===== src/rtl/mem_port_arbiter.sv =====
`timescale 1ns / 1ps
// mem_port_arbiter
// Shares one single-port memory between three requesters: the UART loader
// (write only), the dcache (read or write) and the icache (refill reads only).
// Fixed priority UART > dcache > icache. After STARVE_MAX consecutive dcache
// grants while the icache waits, the icache beats the dcache once.
//
// Ports
//   clk, rst                  clock, synchronous active-high reset
//   u_*                       UART write request, ready, ack
//   d_*                       dcache request, ready, ack, read data
//   i_*                       icache request, ready, ack, read data
//   mem_addr/wdata/web/rdata  shared memory port
//   busy                      FSM is not idle
//   owner                     0 none, 1 UART, 2 dcache, 3 icache
module mem_port_arbiter #(
  parameter int unsigned MEM_LAT    = 2,
  parameter int unsigned STARVE_MAX = 4
) (
  input  logic        clk,
  input  logic        rst,
  input  logic        u_valid,
  output logic        u_ready,
  input  logic [31:0] u_addr,
  input  logic [31:0] u_wdata,
  output logic        u_ack,
  input  logic        d_valid,
  output logic        d_ready,
  input  logic        d_we,
  input  logic [31:0] d_addr,
  input  logic [31:0] d_wdata,
  output logic        d_ack,
  output logic [31:0] d_rdata,
  input  logic        i_valid,
  output logic        i_ready,
  input  logic [31:0] i_addr,
  output logic        i_ack,
  output logic [31:0] i_rdata,
  output logic [31:0] mem_addr,
  output logic [31:0] mem_wdata,
  output logic        mem_web,
  input  logic [31:0] mem_rdata,
  output logic        busy,
  output logic [1:0]  owner
);

  typedef enum logic [1:0] {StIdle, StAccess, StResp} state_e;

  localparam logic [1:0] OwnNone = 2'd0;
  localparam logic [1:0] OwnUart = 2'd1;
  localparam logic [1:0] OwnDc   = 2'd2;
  localparam logic [1:0] OwnIc   = 2'd3;

  localparam logic [2:0] LatLast   = 3'(MEM_LAT - 1);
  localparam logic [3:0] StarveMax = 4'(STARVE_MAX);

  state_e      state_q, state_d;
  logic [1:0]  owner_q;
  logic        we_q;
  logic [31:0] addr_q, wdata_q;
  logic [31:0] d_rdata_q, i_rdata_q;
  logic [2:0]  lat_q;
  logic [3:0]  starve_q;
  logic [1:0]  grant;
  logic        take;
  logic        rd_last;

  // Winner among current requesters; only acted on while idle.
  always_comb begin
    grant = OwnNone;
    if (u_valid) begin
      grant = OwnUart;
    end else if (i_valid && (starve_q == StarveMax)) begin
      grant = OwnIc;
    end else if (d_valid) begin
      grant = OwnDc;
    end else if (i_valid) begin
      grant = OwnIc;
    end
  end

  assign take    = (state_q == StIdle) && (grant != OwnNone);
  assign rd_last = (state_q == StAccess) && !we_q && (lat_q == LatLast);

  // State register
  always_ff @(posedge clk) begin
    if (rst) begin
      state_q <= StIdle;
    end else begin
      state_q <= state_d;
    end
  end

  // Next-state logic
  always_comb begin
    state_d = state_q;
    unique case (state_q)
      StIdle:   if (grant != OwnNone) state_d = StAccess;
      StAccess: if (we_q || (lat_q == LatLast)) state_d = StResp;
      StResp:   state_d = StIdle;
      default:  state_d = StIdle;
    endcase
  end

  // Output logic: readies only while idle and out of reset, acks only in RESP.
  always_comb begin
    u_ready = 1'b0;
    d_ready = 1'b0;
    i_ready = 1'b0;
    u_ack   = 1'b0;
    d_ack   = 1'b0;
    i_ack   = 1'b0;
    if ((state_q == StIdle) && !rst) begin
      u_ready = (grant == OwnUart);
      d_ready = (grant == OwnDc);
      i_ready = (grant == OwnIc);
    end
    if ((state_q == StResp) && !rst) begin
      u_ack = (owner_q == OwnUart);
      d_ack = (owner_q == OwnDc);
      i_ack = (owner_q == OwnIc);
    end
  end

  assign mem_web   = (state_q == StAccess) && we_q;
  assign busy      = (state_q != StIdle);
  assign owner     = owner_q;
  assign mem_addr  = addr_q;
  assign mem_wdata = wdata_q;
  assign d_rdata   = d_rdata_q;
  assign i_rdata   = i_rdata_q;

  // Request latch, latency counter, read capture and starvation counter.
  always_ff @(posedge clk) begin
    if (rst) begin
      owner_q   <= OwnNone;
      we_q      <= 1'b0;
      addr_q    <= '0;
      wdata_q   <= '0;
      d_rdata_q <= '0;
      i_rdata_q <= '0;
      lat_q     <= '0;
      starve_q  <= '0;
    end else begin
      if (take) begin
        owner_q <= grant;
        unique case (grant)
          OwnUart: begin
            addr_q  <= u_addr;
            wdata_q <= u_wdata;
            we_q    <= 1'b1;
          end
          OwnDc: begin
            addr_q  <= d_addr;
            wdata_q <= d_wdata;
            we_q    <= d_we;
          end
          default: begin
            addr_q  <= i_addr;
            wdata_q <= '0;
            we_q    <= 1'b0;
          end
        endcase
      end else if (state_q == StResp) begin
        owner_q <= OwnNone;
      end

      if (state_q == StAccess) begin
        lat_q <= lat_q + 3'd1;
      end else begin
        lat_q <= '0;
      end

      if (rd_last && (owner_q == OwnDc)) d_rdata_q <= mem_rdata;
      if (rd_last && (owner_q == OwnIc)) i_rdata_q <= mem_rdata;

      if (state_q == StIdle) begin
        if ((grant == OwnIc) || !i_valid) begin
          starve_q <= '0;
        end else if ((grant == OwnDc) && (starve_q != StarveMax)) begin
          starve_q <= starve_q + 4'd1;
        end
      end
    end
  end

endmodule


===== config.mk =====
export PLATFORM = sky130hd
export DESIGN_NAME = mem_port_arbiter
export DESIGN_NICKNAME = d
export VERILOG_FILES = /design/src/rtl/mem_port_arbiter.sv
export SDC_FILE = /design/constraint.sdc
export NUM_CORES = 1
export LEC_CHECK = 0
export BUFFER_PORTS_ARGS = -buffer_cell sky130_fd_sc_hd__clkbuf_2
export CAP_MARGIN = 30
export CELL_PAD_IN_SITES_DETAIL_PLACEMENT = 2
export CELL_PAD_IN_SITES_GLOBAL_PLACEMENT = 2
export CORE_MARGIN = 5
export CORE_UTILIZATION = 23
export CTS_BUF_LIST = sky130_fd_sc_hd__clkbuf_2 sky130_fd_sc_hd__clkbuf_4 sky130_fd_sc_hd__clkbuf_8
export DETAILED_ROUTE_END_ITERATION = 6
export GPL_ROUTABILITY_DRIVEN = 0
export PLACE_DENSITY = 0.76
export SYNTH_ARGS = -nofsm -noshare
export SYNTH_HDL_FRONTEND = slang
export SYNTH_SLANG_ARGS = --single-unit
export TNS_END_PERCENT = 50

===== constraint.sdc =====
create_clock -name clk -period 2.5 [get_ports clk]
set_input_delay 0.25 -clock clk [delete_from_list [all_inputs] [get_ports clk]]
set_output_delay 0.25 -clock clk [all_outputs]
set_load 0.005 [all_outputs]

Word-level counts from Yosys, hierarchy flattened --
Cells that the tools add are included.
Cells by class: eq/ne operators 13, reductions and logical operators 23, multiplexer cells 20, bitwise logic cells 1, add/subtract/negate cells 2
Operators with widths (number):
- $pmux 32 s2 | 2
- $mux 2 | 8
- $eq 2x2->1 const B | 5
- $logic_and 1x1->1 | 10
- $mux 4 | 2
- $reduce_bool 2->1 | 4
- $eq 2x1->1 const B | 3
- $mux 1 | 6
- $add 4x1->4 const B | 1
- $eq 4x3->1 const B | 1
- $ne 4x3->1 const B | 1
- $pmux 2 s2 | 1
- $reduce_and 2->1 | 2
- $add 3x1->3 const B | 1
- $eq 3x1->1 const B | 1
- $logic_not 1->1 | 3
- $logic_not 2->1 | 1
- $logic_or 1x1->1 | 2
- $ne 2x1->1 const B | 1
- $ne 2x2->1 const B | 1
- $pmux 1 s2 | 1
- $reduce_or 2->1 | 1
- $not 1->1 | 1
Word-level totals: register bits 140, bits of input ports 198, word-level logic and storage cells 68

Depth between registers and ports, before layout --
Gate-level depths: netlist of the first run.
word-level depth 8, gate-level depth with buffers 11, gate-level depth less buffers 9

Worst setup path before layout of the first run --
No wires, ideal clock.
path type reg2reg, from reg starve_q[0], to reg addr_q[25] (netlist: mem_addr[25]), period minus slack after synthesis 2318 ps, buffers on the path 2, stages on the path, launching flop included 11, path slack 182 ps, arrival 2248 ps, data required time 2430 ps, path through dfxtp_1 inv_1 ha_1 and4b_1 nor3_1 ha_1 buf_2 buf_1 a22oi_1 a211o_1 a21oi_1
Between the ends: cells in the longest elaborated chain, start to end 6, elaborated cells on any way between the ends 9, those cells by class 3 x eq/ne; 3 x mux; 3 x reduce/logical
RTL lines:
- start: declaration | RTL line 63 | logic [3:0] starve_q;
- start signal: assignment | RTL line 181 | starve_q <= starve_q + 4'd1;
- $eq 4x3->1 * | RTL line 73 | end else if (i_valid && (starve_q == StarveMax)) begin
- $logic_and 1x1->1 * | RTL line 73
- $mux 2 * | RTL line 73
- $mux 2 * | RTL line 71 | if (u_valid) begin
- $eq 2x2->1 (tied with other cells) | RTL line 147 | unique case (grant)
- $pmux 32 s2 or $logic_and 1x1->1 (tied branches) | RTL line 147, 82
- end signal: assignment | RTL line 149 | addr_q <= u_addr;
- end signal: assignment | RTL line 154 | addr_q <= d_addr;
- end signal: assignment | RTL line 159 | addr_q <= i_addr;
- end: declaration | RTL line 60 | logic [31:0] addr_q, wdata_q;
Mark *: on every way between the ends. The rest lies on a longest branch, timed or not. A chain may end at the register's enable or synchronous reset.

Final worst setup path of the first run --
from reg starve_q[0], to reg wdata_q[18] (netlist: mem_wdata[18])
Between the ends: cells in the longest elaborated chain, start to end 6, elaborated cells on any way between the ends 9, those cells by class 3 x eq/ne; 3 x mux; 3 x reduce/logical
RTL lines:
- $eq 4x3->1 * | RTL line 73
- $logic_and 1x1->1 * | RTL line 73
- $mux 2 * | RTL line 73
- $mux 2 * | RTL line 71
- $eq 2x2->1 (tied with other cells) | RTL line 147
- $pmux 32 s2 or $logic_and 1x1->1 (tied branches) | RTL line 147, 82
- end signal: assignment | RTL line 150 | wdata_q <= u_wdata;
- end signal: assignment | RTL line 155 | wdata_q <= d_wdata;
- end: declaration | RTL line 60
Marks and branches as above.

==> metrics.txt, run 1 <==
Via density=4.62; Int Power=3750 uW; final setup violation count=0; DRT Wirelength=26.8 mm; Tot GR Track Use=0.166; Sequential cell area=2810 um2; crit path time final=2.44 ns; die height=178 um; # port buffers=335; DRC=0; slowest cell on the critical path=dfxtp_2; initial antenna violation count=3; Mapped Avg Cell Area=8.89 um2; DR vias=6614; GRT Residual Overflow=0; CTS tree=built; Core Area=27800 um2; Switching Share=0.300; DP HPWL=20.4 mm; Setup CP Type=reg2reg; Multi-input gate area=3420 um2; crit-path max FO=27; Antenna Nets Post-Route=0; CP most frequent cell=buf_4; Hold WC Path Type=in2reg; critical path's top delay family=simple AND/OR/NAND/NOR gates; max_cap viols=0; RSZ-0062 raised after global routing=yes; NetSw=1610 uW; Startpoint Class=flop; Clock power frac=0.351; synthesized area=6470 um2; H-tree level count=4; Synth Register Bits=140; XOR/XNOR Fraction of Synth Area=0.00271; yosys warns=0; Inst Count DP=1392; hold_buf cts=0; fill count=3260; CTS max path bufs=2; Tot Pwr=5360 uW; clock skew=0.0251 ns; num rows=61; Tcrit/Tclk final=0.977; cell count after synthesis=728; Final Hold Fails=0; leakage=0.00424 uW; fmax=409 MHz; mux cell area share after synthesis=0.101; Req. time, crit path=2.85 ns; initial core utilization=0.233; syn nets=934; post-synthesis cell type count=36; area added between synthesis and finish=41.2%; Synth Area in Compound Gates=0.188; largest stage delay on the critical path=0.35 ns; Cell Pwr Density=587 nW/um2; initial drt markers=199; Adder-Cell Fraction of Synth Area=0.0155; drt first pass iters=4; Clk Latency, worst-skew pair=0.44 ns; Slew HR=0.593; wire per inst=18.7 um; die area=31600 um2; share of cells above drive strength 1=0.386; pin count of the biggest net entering global routing=86; status=finished, final reports clean; Max Transition Viols Final=0; post-synthesis simple-gate area fraction=0.211; CP Cell Sequence=inv_1 > ha_1 > and4b_1 > nor3_2 > buf_4 > buf_4 > ha_4 > or3_4 > buf_12 > buf_4 > nand2_1 > a21oi_1; I/O pin count=336; vias in the first global route=7280; clk sinks=140; Non-Filler Instances=1433; Peak supply drop=0.224 mV; crit path buf inv count=5; CP Capture Type=flop; Seq pwr share=0.449; async set-reset flop share out of synthesis=0; root buf cell=clkbuf_8; CTS buffer count=17; register area share after synthesis=0.433; die width=178 um; main combinational cell family by area after synthesis=simple AND/OR/NAND/NOR gates; Clock transition at path regs=0.09 ns; CP Data Arrival Time=2.79 ns; first-pass GRT wire length=40.8 mm; Worst Tran Pin Value=0.610 ns; EDFF count, synth=0; combinational power share=0.200; Primary FF master, synth=dfxtp_1; nets=1246
-- cell type report --
class / count / area share
Tap cell: 378 / 0.0517
Timing Repair Buffer: 360 / 0.221
Inverter: 7 / 0.00287
Multi-Input combinational cell: 514 / 0.374
Sequential cell: 140 / 0.307
Antenna cell: 3 / 0.000821
Clock buffer: 19 / 0.0272
Clock inverter: 12 / 0.0156
-- metal layers --
layer,vias to the layer above,share of wire,wire (um),global-route usage
li1,3173,-,-,-
met5,-,0.00026,7,0
met3,17,0.10,2730,0.0750
met1,3180,0.40,10600,0.184
met4,2,0.011,306,0.0461
met2,242,0.49,13100,0.288
-- power by group through the flow --
| stage | combinational (uW) | clock, uW | sequential, uW |
|---|---|---|---|
| after detailed placement | 1070 | 0 | 2460 |
| after floorplan | 542 | 0 | 2450 |
| after global placement | 1050 | 0 | 2460 |
| after global routing | 1190 | 2090 | 2420 |
| after CTS | 1090 | 1970 | 2410 |
| final | 1070 | 1880 | 2410 |
-- layout by cell type, fill, tap and decap left out, drive strengths merged, types with 8 or more instances in the layout --
master | synthesis | layout
mux2i | 65 | 65
nor2 | 38 | 38
a21oi | 69 | 69
a211o | 33 | 33
inv | 7 | 9
nand2 | 67 | 67
a22o | 32 | 32
ha | 8 | 8
nand3 | 36 | 36
nand2b | 101 | 101
buf | 17 | 25
a22oi | 32 | 32
clkbuf | 50 | 353
dfxtp | 140 | 140
-- per-stage QoR --
stage,util,hold slack (ns),setup slack [ns],TNS (ns),cell area [um2]
after floorplan,-,0.421,0.182,0,6470
after global placement,0.310,0.436,0.198,0,8620
after detailed placement,0.310,0.450,0.0771,0,8620
after CTS,0.327,0.0341,0.00386,0,9070
after global routing,0.329,0.0307,-0.0396,-0.144,9140
final,0.329,0.0790,0.0576,0,9140
-- cells by family after synthesis --
kind of cell               after synthesis
AOI/OAI and AO/OA                      175
DFF                                    140
muxes                                   65
buffers and inverters                   74
adders and majority gates                8
and+or+nand+nor                        264
xor gates and xnor gates                 2
-- path summary, 6_finish.rpt --
| path | startpoint | end | slack [ns] | cells after the start |
|---|---|---|---|---|
| max | starve_q[0]$_SDFFE_PP0P_ | mem_wdata[18]$_SDFFE_PP0P_ | 0.06 | 12 |
| min | mem_rdata[26] | i_rdata[26]$_SDFFE_PP0P_ | 0.08 | 3 |
| max reg2reg | starve_q[0]$_SDFFE_PP0P_ | mem_wdata[18]$_SDFFE_PP0P_ | 0.06 | 12 |
| min reg2reg | mem_addr[27]$_SDFFE_PP0P_ | mem_addr[27]$_SDFFE_PP0P_ | 0.46 | 2 |
-- tightest hold or removal path: cells and delay by family --
| kind | cells | cell delay (ns) |
|---|---|---|
| buffers and inverters | 1 | 0.08 |
| muxes | 1 | 0.06 |
| and+or+nand+nor | 1 | 0.07 |
-- timing repair --
action | in CTS | in global routing
cloned | 1 | 0
setup buffers | 1 | 5
setup endpoints to repair | 2 | 2
pin swaps | 0 | 4
resized for setup | 5 | 4
-- Yosys cell counts, types with 3 or more instances --
cell | instances | area, um2
dfxtp_1 | 140 | 2800
nand2b_1 | 100 | 626
a21oi_1 | 69 | 345
nand2_1 | 67 | 251
mux2i_1 | 65 | 651
clkbuf_1 | 50 | 188
nor2_1 | 38 | 143
nand3_1 | 36 | 180
a211o_1 | 33 | 289
a22o_1 | 32 | 280
a22oi_1 | 32 | 240
buf_2 | 10 | 50.1
ha_1 | 8 | 100
inv_1 | 7 | 26.3
nor3_1 | 5 | 25.0
buf_6 | 4 | 45.0
a211oi_1 | 3 | 22.5
and2_1 | 3 | 18.8
buf_1 | 3 | 11.3
or3_1 | 3 | 18.8
-- state kept, by name (all words and copies together), names as in the netlist --
register	cells
d_rdata	32
i_rdata	32
mem_addr	32
mem_wdata	32
starve_q	4
lat_q	3
owner	2
state_q	2
we_q	1
No activity file was read; power rests on OpenSTA's default activity.
==> run 2: changes to the inputs <==
==> constraint.sdc (replaced) <==
create_clock -name clk -period 2.5 [get_ports clk]
set_input_delay 0.5 -clock clk [delete_from_list [all_inputs] [get_ports clk]]
set_output_delay 0.5 -clock clk [all_outputs]
set_load 0.005 [all_outputs]
==> run 2 against run 1 <==
  * Register-to-register slack gained 0.08 ns
  * Non-clock buffer count shrank 3
  * First-iteration DRC count shrank 40%
  * Power grew 1.9%
  * Clock power grew 5%
  * Clock-buffer cell count shrank 2
  * Critical path type is now reg2out
  * Highest routed layer is now met4
==> metrics.txt, run 2 (synthesized netlist as in run 1, its figures left out) <==
Tcrit/Tclk final=0.972; I/O pin count=336; die width=178 um; Tot GR Track Use=0.165; DRT Wirelength=26.9 mm; initial drt markers=120; fmax=411 MHz; area added between synthesis and finish=40.8%; vias in the first global route=7292; Clock transition at path regs=0.09 ns; root buf cell=clkbuf_8; Tot Pwr=5460 uW; first-pass GRT wire length=40.6 mm; Worst Hold End=d_rdata[26]$_SDFFE_PP0P_; CTS tree=built; Final Hold Fails=0; drt first pass iters=4; status=finished, final reports clean; Peak supply drop=0.337 mV; wire per inst=18.9 um; crit path buf inv count=3; leakage=0.00423 uW; commonest cells after routing, fill and taps aside=clkbuf_2, dfxtp_1, nand2b_1; share of cells above drive strength 1=0.387; final setup violation count=0; most common cell after layout, fill and taps aside=clkbuf_2; clock skew=0.0189 ns; initial core utilization=0.233; H-tree level count=4; GRT Residual Overflow=0; CP Cell Sequence=inv_2 > ha_4 > and4b_1 > nor3_2 > inv_1 > ha_2 > and2_4 > buf_6; largest stage delay on the critical path=0.35 ns; pin count of the biggest net entering global routing=117; slowest cell on the critical path=dfxtp_2; initial antenna violation count=0; Worst Reg-to-Reg Cells=11; DRC=0; Req. time, crit path=2.00 ns; CTS buffer count=17; num rows=61; crit-path max FO=2; critical path depth in cells=8; RSZ-0062 raised after global routing=yes; Worst Tran Pin Value=0.615 ns; fill count=3300; Max Transition Viols Final=0; DR vias=6624; hold path startpoint=mem_rdata[26]; Cell Pwr Density=600 nW/um2; die area=31600 um2; clk sinks=140; CP Data Arrival Time=1.93 ns; CP Capture Type=primary output; # port buffers=335; Hold WC Path Type=in2reg; reg2reg start=starve_q[0]$_SDFFE_PP0P_; Core Area=27800 um2; final setup TNS=0 ns; hold_buf cts=0; Startpoint Class=flop; Antenna diodes=0; Setup CP Type=reg2out; Slew HR=0.590; nets=1243; max_cap viols=0; FF-to-FF setup slack=0.14 ns; Clk Latency, worst-skew pair=0.45 ns; critical path's top delay family=simple AND/OR/NAND/NOR gates; CTS max path bufs=2; Antenna Nets Post-Route=0; die height=178 um; Via density=4.65; crit path time final=2.43 ns; r2r endpoint=mem_addr[12]$_SDFFE_PP0P_; Min-Delay Path Depth=3; DP HPWL=20.4 mm; Util after Layout=0.328
run 2: worst register-to-register path: cells and delay by family, from the launching register on:
| kind | cells | cell delay [ns] |
|---|---|---|
| AOI/OAI and AO/OA | 2 | 0.37 |
| buffers and inverters | 4 | 0.57 |
| and+or+nand+nor | 3 | 0.73 |
| adders and majority gates | 2 | 0.29 |
| DFF | 1 | 0.33 |
run 2: layout make-up:
class,count,area (um2),share of cell area
clock buffer,17,234,0.0257
tap,378,473,0.0519
multi-input combinational,514,3420,0.375
sequential,140,2810,0.308
inverter,7,26.3,0.00288
clock inverter,13,166,0.0183
timing repair buffer,357,1990,0.218
run 2: worst max path at each step:
stage / slack (ns) / startpoint / to
finish: 0.07 / starve_q[0]$_SDFFE_PP0P_ / i_ready
global route: -0.04 / starve_q[0]$_SDFFE_PP0P_ / u_ready
CTS: 0.02 / starve_q[0]$_SDFFE_PP0P_ / u_ready
detailed placement: 0.03 / i_valid / mem_addr[2]$_SDFFE_PP0P_
global placement: 0.12 / i_valid / mem_addr[6]$_SDFFE_PP0P_
floorplan: 0.01 / u_valid / d_ready
run 2: stage by stage:
step	hold WS, ns	instance area (um2)	setup WS (ns)	cells
after CTS	0.288	9060	0.0163	1424
after floorplan	0.421	6470	0.0117	728
after detailed placement	0.442	8620	0.0336	1391
final	0.319	9110	0.0690	1426
after global placement	0.431	8620	0.120	1391
after global routing	0.277	9110	-0.0415	1426
run 2: power breakdown:
group | leakage [uW] | total (uW) | switching [uW] | internal, uW
registers | 0.00114 | 2410 | 71.0 | 2340
clock network | 0.000195 | 1980 | 999 | 985
logic | 0.00289 | 1070 | 575 | 499
run 2: metal layers:
layer | global-route usage | vias to the layer above | wire length (um)
met5 | 0 | - | 0
met1 | 0.177 | 3187 | 10300
li1 | - | 3156 | -
met4 | 0.0461 | 0 | 495
met3 | 0.0793 | 25 | 2790
met2 | 0.289 | 256 | 13300
run 2: repair_timing:
action                                  in CTS  in global routing
cloned                                       0                  0
gates resized for setup                      4                 16
endpoints found under the setup margin       3                  3
pin swaps                                    1                  1
setup buffers                                3                  2
